===== src/rtl/bp_pkg.sv =====
// rtl/bp_pkg.sv - shared types for the branch predictor: counter states, BTB entry, default depth
package bp_pkg;

  localparam int DEFAULT_ENTRIES = 64;

  typedef enum logic [1:0] {
    SNT = 2'd0,
    WNT = 2'd1,
    WT  = 2'd2,
    ST  = 2'd3
  } ctr_state_e;

  // Tag is held zero-extended to the widest case so one struct fits every depth.
  typedef struct packed {
    logic        valid;
    logic        is_jump;
    logic [29:0] tag;
    logic [29:0] target;
  } btb_entry_t;

endpackage


===== src/rtl/sat_counter2.sv =====
// rtl/sat_counter2.sv - 2-bit saturating counter next-state logic
module sat_counter2
  import bp_pkg::*;
(
  input  ctr_state_e state_i,
  input  logic       taken_i,
  output ctr_state_e state_o
);

  always_comb begin
    state_o = state_i;
    case (state_i)
      SNT:     state_o = taken_i ? WNT : SNT;
      WNT:     state_o = taken_i ? WT  : SNT;
      WT:      state_o = taken_i ? ST  : WNT;
      ST:      state_o = taken_i ? ST  : WT;
      default: state_o = WNT;
    endcase
  end

endmodule


===== src/rtl/branch_predictor.sv =====
// rtl/branch_predictor.sv - bimodal PHT + direct-mapped BTB predictor with Execute-stage resolution
// Optional gshare indexing of the PHT when BP_GSHARE_EN is defined.
module branch_predictor
  import bp_pkg::*;
#(
  parameter int ENTRIES = DEFAULT_ENTRIES
) (
  input  logic                       clk,
  input  logic                       rstN,
  input  logic [31:0]                pcF,
  output logic                       predTakenF,
  output logic [31:0]                predTargetF,
  output logic [$clog2(ENTRIES)-1:0] idxF,
  input  logic                       branchE,
  input  logic                       jumpE,
  input  logic                       takenE,
  input  logic [31:0]                pcE,
  input  logic [31:0]                targetE,
  input  logic                       predTakenE,
  input  logic [31:0]                predTargetE,
  input  logic [$clog2(ENTRIES)-1:0] idxE,
  output logic                       wrongBranchE,
  output logic [31:0]                redirectPcE
);

  localparam int IDX_W = $clog2(ENTRIES);
  localparam int TAG_W = 30 - IDX_W;

  ctr_state_e        pht_q   [ENTRIES];
  ctr_state_e        pht_d   [ENTRIES];
  logic              valid_q [ENTRIES];
  logic              valid_d [ENTRIES];
  logic              jump_q  [ENTRIES];
  logic [TAG_W-1:0]  tag_q   [ENTRIES];
  logic [29:0]       target_q[ENTRIES];

  logic [IDX_W-1:0]  btb_idx_f;
  logic [IDX_W-1:0]  btb_idx_e;
  btb_entry_t        rd_entry;
  btb_entry_t        wr_entry;
  logic              hit_f;
  ctr_state_e        ctr_f;
  ctr_state_e        ctr_next_e;
  logic              btb_wr;
  logic              btb_inv;
  logic              resolved_e;

  assign btb_idx_f  = pcF[IDX_W+1:2];
  assign btb_idx_e  = pcE[IDX_W+1:2];
  assign resolved_e = branchE | jumpE;
  assign btb_wr     = resolved_e && takenE;
  assign btb_inv    = predTakenE && !branchE && !jumpE;

`ifdef BP_GSHARE_EN
  logic [IDX_W-1:0] ghr_q;
  logic [IDX_W-1:0] ghr_d;

  always_comb begin
    ghr_d = ghr_q;
    if (branchE) ghr_d = {ghr_q[IDX_W-2:0], takenE};
  end

  always_ff @(posedge clk or negedge rstN) begin
    if (!rstN) ghr_q <= '0;
    else       ghr_q <= ghr_d;
  end

  assign idxF = btb_idx_f ^ ghr_q;
`else
  assign idxF = btb_idx_f;
`endif

  // Fetch lookup reads only _q state, so a same-cycle E write is seen one cycle later.
  always_comb begin
    rd_entry.valid   = valid_q[btb_idx_f];
    rd_entry.is_jump = jump_q[btb_idx_f];
    rd_entry.tag     = 30'(tag_q[btb_idx_f]);
    rd_entry.target  = target_q[btb_idx_f];
  end

  assign ctr_f       = pht_q[idxF];
  assign hit_f       = rd_entry.valid && (rd_entry.tag[TAG_W-1:0] == pcF[31:IDX_W+2]);
  assign predTakenF  = hit_f && (rd_entry.is_jump || ctr_f == WT || ctr_f == ST);
  assign predTargetF = predTakenF ? {rd_entry.target, 2'b00} : pcF + 32'd4;

  assign wrongBranchE = (resolved_e && (takenE != predTakenE ||
                                        (takenE && targetE != predTargetE))) || btb_inv;
  assign redirectPcE  = (resolved_e && takenE) ? targetE : pcE + 32'd4;

  sat_counter2 u_sat_counter2 (
    .state_i (pht_q[idxE]),
    .taken_i (takenE),
    .state_o (ctr_next_e)
  );

  always_comb begin
    pht_d = pht_q;
    if (branchE) pht_d[idxE] = ctr_next_e;
  end

  always_comb begin
    valid_d = valid_q;
    if (btb_wr)       valid_d[btb_idx_e] = 1'b1;
    else if (btb_inv) valid_d[btb_idx_e] = 1'b0;
  end

  always_comb begin
    wr_entry.valid   = 1'b1;
    wr_entry.is_jump = jumpE;
    wr_entry.tag     = 30'(pcE[31:IDX_W+2]);
    wr_entry.target  = targetE[31:2];
  end

  always_ff @(posedge clk or negedge rstN) begin
    if (!rstN) begin
      for (int i = 0; i < ENTRIES; i++) begin
        pht_q[i]   <= WNT;
        valid_q[i] <= 1'b0;
      end
    end else begin
      pht_q   <= pht_d;
      valid_q <= valid_d;
    end
  end

  // Tag/target/kind payload is qualified by valid, so it carries no reset.
  always_ff @(posedge clk) begin
    if (btb_wr) begin
      jump_q[btb_idx_e]   <= wr_entry.is_jump;
      tag_q[btb_idx_e]    <= wr_entry.tag[TAG_W-1:0];
      target_q[btb_idx_e] <= wr_entry.target;
    end
  end

  logic unused_ok;
  assign unused_ok = ^{wr_entry.valid, wr_entry.tag, rd_entry.tag, targetE[1:0]};

endmodule


===== config.mk =====
export PLATFORM = sky130hd
export DESIGN_NAME = branch_predictor
export DESIGN_NICKNAME = d
export VERILOG_FILES = /design/src/rtl/bp_pkg.sv /design/src/rtl/sat_counter2.sv /design/src/rtl/branch_predictor.sv
export SDC_FILE = /design/constraint.sdc
export NUM_CORES = 2
export LEC_CHECK = 0
export BUFFER_PORTS_ARGS = -buffer_cell sky130_fd_sc_hd__buf_4
export CORE_MARGIN = 10
export CORE_UTILIZATION = 57
export DETAILED_ROUTE_END_ITERATION = 7
export GPL_ROUTABILITY_DRIVEN = 0
export MAX_ROUTING_LAYER = met4
export PLACE_DENSITY = 0.76
export SLEW_MARGIN = 20
export SYNTH_ARGS = -nofsm -noshare
export SYNTH_HDL_FRONTEND = slang
export SYNTH_HIERARCHICAL = 1
export SYNTH_SLANG_ARGS = --single-unit

===== constraint.sdc =====
create_clock -name clk -period 5.56 [get_ports clk]
set_input_delay 1.112 -clock clk [delete_from_list [all_inputs] [get_ports clk]]
set_output_delay 1.112 -clock clk [all_outputs]
set_load 0.1 [all_outputs]

==> impl_results.rst <==
.. list-table::
   :header-rows: 1

   * - Metric
     - Value
   * - Slew Limit Fails
     - 0
   * - Final instance count without filler cells
     - 11336
   * - Initial antenna violation count
     - 30
   * - Sequential element share of the synthesized area
     - 75.9%
   * - Reg-to-reg slack, setup
     - 2.86 ns
   * - Gate Count Post-Synth
     - 6732
   * - First-pass GRT wire length
     - 692000 µm
   * - Maximum buffer depth of the clock tree
     - 4
   * - RSZ-0062 raised after global routing
     - yes
   * - Number of nets with antenna violations after routing
     - 0
   * - Post-synth EDFFs
     - 3520
   * - CTS tree
     - yes
   * - Site row count
     - 185
   * - Synth top cells by count
     - sky130_fd_sc_hd__edfxtp_1 (3520), sky130_fd_sc_hd__mux4_2 (985), sky130_fd_sc_hd__nand2_1 (211)
   * - TritonRoute pass-1 iters
     - 8
   * - Aggregate global-route resource usage
     - 37.4%
   * - Reported max-cap violation count
     - 0
   * - Tcrit/Tclk final
     - 112%
   * - Per-instance average area after synthesis
     - 21.7 µm²
   * - Critical Path AT
     - 5.09 ns
   * - Worst reg2reg endpoint
     - pht_q[99]
   * - Number of register bits inferred by synthesis
     - 3712
   * - Chip width
     - 526 µm
   * - Worst setup path category
     - in2out
   * - Port-buffer cells
     - 211
   * - Layout cells sized above 1
     - 36.4%
   * - FF-to-FF Start
     - pht_q[111]
   * - Routed wire length per instance
     - 45.3 µm
   * - Post-route worst setup slack
     - -0.647 ns
   * - Maximum vdd drop
     - 367 µV
   * - Clk root buf
     - sky130_fd_sc_hd__clkbuf_16
   * - Clock H-tree levels
     - 5
   * - Top area cells in the synthesized netlist
     - sky130_fd_sc_hd__edfxtp_1 (73%), sky130_fd_sc_hd__mux4_2 (15%), sky130_fd_sc_hd__dfrtp_1 (2.2%)
   * - Chip height
     - 526 µm
   * - Number of vias after detailed routing
     - 85460
   * - Total Die Area
     - 276000 µm²
   * - Vias per cell
     - 7.54
   * - Drt drc
     - 2
   * - Pin count of the biggest net entering global routing
     - 115
   * - Async SR Flop Fraction
     - 5.17%
   * - Placed cell count
     - 10594
   * - Leakage power summed over all cells
     - 55.8 nW
   * - DR iter-0 viols
     - 17126
   * - Critical Path Start Type
     - input pin
   * - CTS clock-pin slew for the worst setup and hold paths
     - 0.06 ns
   * - Placeable core region
     - 254000 µm²
   * - NumNets Final
     - 7817
   * - Pwr Density
     - 350 nW/µm²
   * - Utilization of the core after routing
     - 67.3%
   * - CP startpoint
     - pcF[2]
   * - Starting Density
     - 57.3%
   * - Result of the run
     - finished with violations
   * - Cell taking the most area after synthesis
     - sky130_fd_sc_hd__edfxtp_1
   * - Dominant register cell in the synthesized netlist
     - sky130_fd_sc_hd__edfxtp_1
   * - Total routed wirelength
     - 514000 µm
   * - DP Wirelength
     - 273000 µm
   * - Overflow left after global routing
     - 0
   * - Area of the multi-input gates
     - 34500 µm²
   * - Number of buffers created by CTS
     - 358
   * - Largest fanout of any net on the critical path
     - 9
   * - Top cell type's share of synthesized area
     - 72.5%
   * - Tightest Pin Transition
     - 1.33 ns
   * - Count of endpoints failing hold in the final timing report
     - 0
   * - Layout fillers
     - 14634
   * - Tmin final
     - 6.21 ns
   * - Required time reported for the critical path endpoint
     - 4.45 ns
   * - Via count of the first global-routing pass
     - 83186
   * - Sink Count
     - 3712
   * - Syn Std Cell Area
     - 146000 µm²
   * - Area added between synthesis and finish
     - 17.5%
   * - Largest clock skew in the final design
     - 0.0268 ns
   * - Final setup violation count
     - 36
   * - FF/Latch Area
     - 111000 µm²
   * - I/O pin total
     - 212
   * - Warning count from the yosys run
     - 6
   * - Critical path capture point type
     - output port
   * - CTS hold repair buffers
     - 0
   * - Depth of the most critical reg-to-reg path
     - 7
   * - Library cells used by synthesis
     - 81
   * - Headroom to the max-slew limit
     - 10.6%
   * - Worst hold path class
     - in2async
   * - Achievable Freq
     - 161 MHz
   * - Top-count cell post-synth
     - sky130_fd_sc_hd__edfxtp_1
   * - Clock Latency Late Sink
     - 0.98 ns
   * - Synthesized netlist net count
     - 6874
   * - Violations in the final reports
     - design-rule violations, negative setup slack
[through the flow]
stage	setup WS [ns]	setup TNS, ns	total power (W)	area, µm²	hold WS [ns]
after floorplan	-0.488	-2.75	0.0338	146000	0.463
after global placement	-0.907	-26.83	0.0355	157000	0.483
after detailed placement	-1.05	-31.50	0.0357	157000	0.495
after CTS	-0.521	-14.88	0.0595	170000	0.276
after global routing	-0.605	-17.77	0.0608	171000	0.325
final	-0.647	-19.20	0.0599	171000	0.284
[worst max-delay path by stage]
stage	endpoint	slack (ns)
detailed placement	predTargetF[19]	-1.05
global placement	predTargetF[19]	-0.91
CTS	predTargetF[7]	-0.52
finish	predTargetF[17]	-0.65
floorplan	predTargetF[2]	-0.49
global route	predTargetF[17]	-0.61
[repair_timing]
action / 4_1_cts / 5_1_grt
cloned: 16 / 4
setup buffers: 23 / 49
endpoints found under the setup margin: 37 / 38
pin swaps: 27 / 37
gates resized for setup: 229 / 93
[cell usage in the layout, fill, tap and decap left out, types with 12 or more instances in the layout]
master | synthesis | final
sky130_fd_sc_hd__a21oi_1 | 63 | 53
sky130_fd_sc_hd__mux2_4 | 0 | 20
sky130_fd_sc_hd__mux2i_1 | 141 | 134
sky130_fd_sc_hd__a31oi_1 | 29 | 28
sky130_fd_sc_hd__mux4_2 | 985 | 989
sky130_fd_sc_hd__a211oi_1 | 20 | 14
sky130_fd_sc_hd__nand3_1 | 61 | 58
sky130_fd_sc_hd__buf_12 | 0 | 184
sky130_fd_sc_hd__dfstp_2 | 64 | 64
sky130_fd_sc_hd__clkinv_2 | 0 | 57
sky130_fd_sc_hd__nand2b_1 | 20 | 19
sky130_fd_sc_hd__clkbuf_16 | 0 | 370
sky130_fd_sc_hd__clkinv_1 | 2 | 66
sky130_fd_sc_hd__a221oi_1 | 17 | 15
sky130_fd_sc_hd__nor2_4 | 0 | 66
sky130_fd_sc_hd__buf_16 | 0 | 25
sky130_fd_sc_hd__o21ai_0 | 167 | 145
sky130_fd_sc_hd__nand2_1 | 211 | 207
sky130_fd_sc_hd__o22ai_1 | 24 | 24
sky130_fd_sc_hd__clkbuf_1 | 172 | 64
sky130_fd_sc_hd__and3_1 | 21 | 20
sky130_fd_sc_hd__a32oi_1 | 16 | 12
sky130_fd_sc_hd__xnor2_1 | 52 | 48
sky130_fd_sc_hd__o21ai_1 | 1 | 19
sky130_fd_sc_hd__buf_4 | 37 | 711
sky130_fd_sc_hd__nor3_1 | 41 | 30
sky130_fd_sc_hd__clkinvlp_4 | 0 | 20
sky130_fd_sc_hd__edfxtp_1 | 3520 | 3520
sky130_fd_sc_hd__dfrtp_1 | 128 | 128
sky130_fd_sc_hd__nor2_1 | 184 | 112
sky130_fd_sc_hd__diode_2 | 0 | 32
sky130_fd_sc_hd__nor2b_1 | 28 | 20
sky130_fd_sc_hd__nand4_1 | 34 | 34
sky130_fd_sc_hd__a22oi_1 | 116 | 105
sky130_fd_sc_hd__and2_1 | 16 | 14
sky130_fd_sc_hd__mux2_2 | 154 | 143
sky130_fd_sc_hd__a22o_1 | 12 | 12
sky130_fd_sc_hd__bufinv_16 | 0 | 35
sky130_fd_sc_hd__buf_6 | 20 | 35
sky130_fd_sc_hd__xor2_1 | 50 | 48
[report_power, final]
group	switching (W)	total, W	internal, W
sequential	0.000155	0.0311	0.0309
clock	0.0106	0.0243	0.0137
combinational	0.00275	0.00446	0.00171
[logic make-up after synthesis]
group,synth area share (%)
and+or+nand+nor,2.22
buffers and inverters,1.30
DFF,75.9
adders and majority gates,0.0326
muxes,17.5
xor gates and xnor gates,0.613
AOI/OAI and AO/OA,2.43
[area by class of cell]
cell class	count	area share, %
clock inverters	190	1.08
inverters	10	0.0300
flip-flops and latches	3712	64.6
multi-input cells	2620	20.2
repair buffers	973	6.12
diodes	32	0.0468
clock buffers	433	5.51
well taps	3366	2.46
[per-layer routing]
layer	part of all wire [%]	vias up	track usage [%]
met5	0	-	-
met4	9.8	0	27.6
met3	16	2343	11.9
met2	44	9748	53.7
met1	30	43141	44.7
li1	-	30228	-
[worst max-delay path, stage by stage]
cell,delay (ns)
sky130_fd_sc_hd__buf_16,0.15
sky130_fd_sc_hd__buf_16,0.18
sky130_fd_sc_hd__buf_4,0.25
sky130_fd_sc_hd__mux4_2,0.52
sky130_fd_sc_hd__a22oi_1,0.30
sky130_fd_sc_hd__nand3_2,0.22
sky130_fd_sc_hd__a41oi_2,0.31
sky130_fd_sc_hd__or3_1,0.23
sky130_fd_sc_hd__nand3_4,0.11
sky130_fd_sc_hd__nor4_4,0.31
sky130_fd_sc_hd__nor4b_4,0.25
sky130_fd_sc_hd__buf_6,0.21
sky130_fd_sc_hd__buf_16,0.23
sky130_fd_sc_hd__buf_8,0.15
sky130_fd_sc_hd__mux2_4,0.33
sky130_fd_sc_hd__buf_12,0.17
[state kept, by name, indices dropped and copies added, names as in the netlist, named ones only]
name      flops
target_q   1920
tag_q      1536
pht_q       128
jump_q       64
No activity file was read; power rests on OpenSTA's default activity.
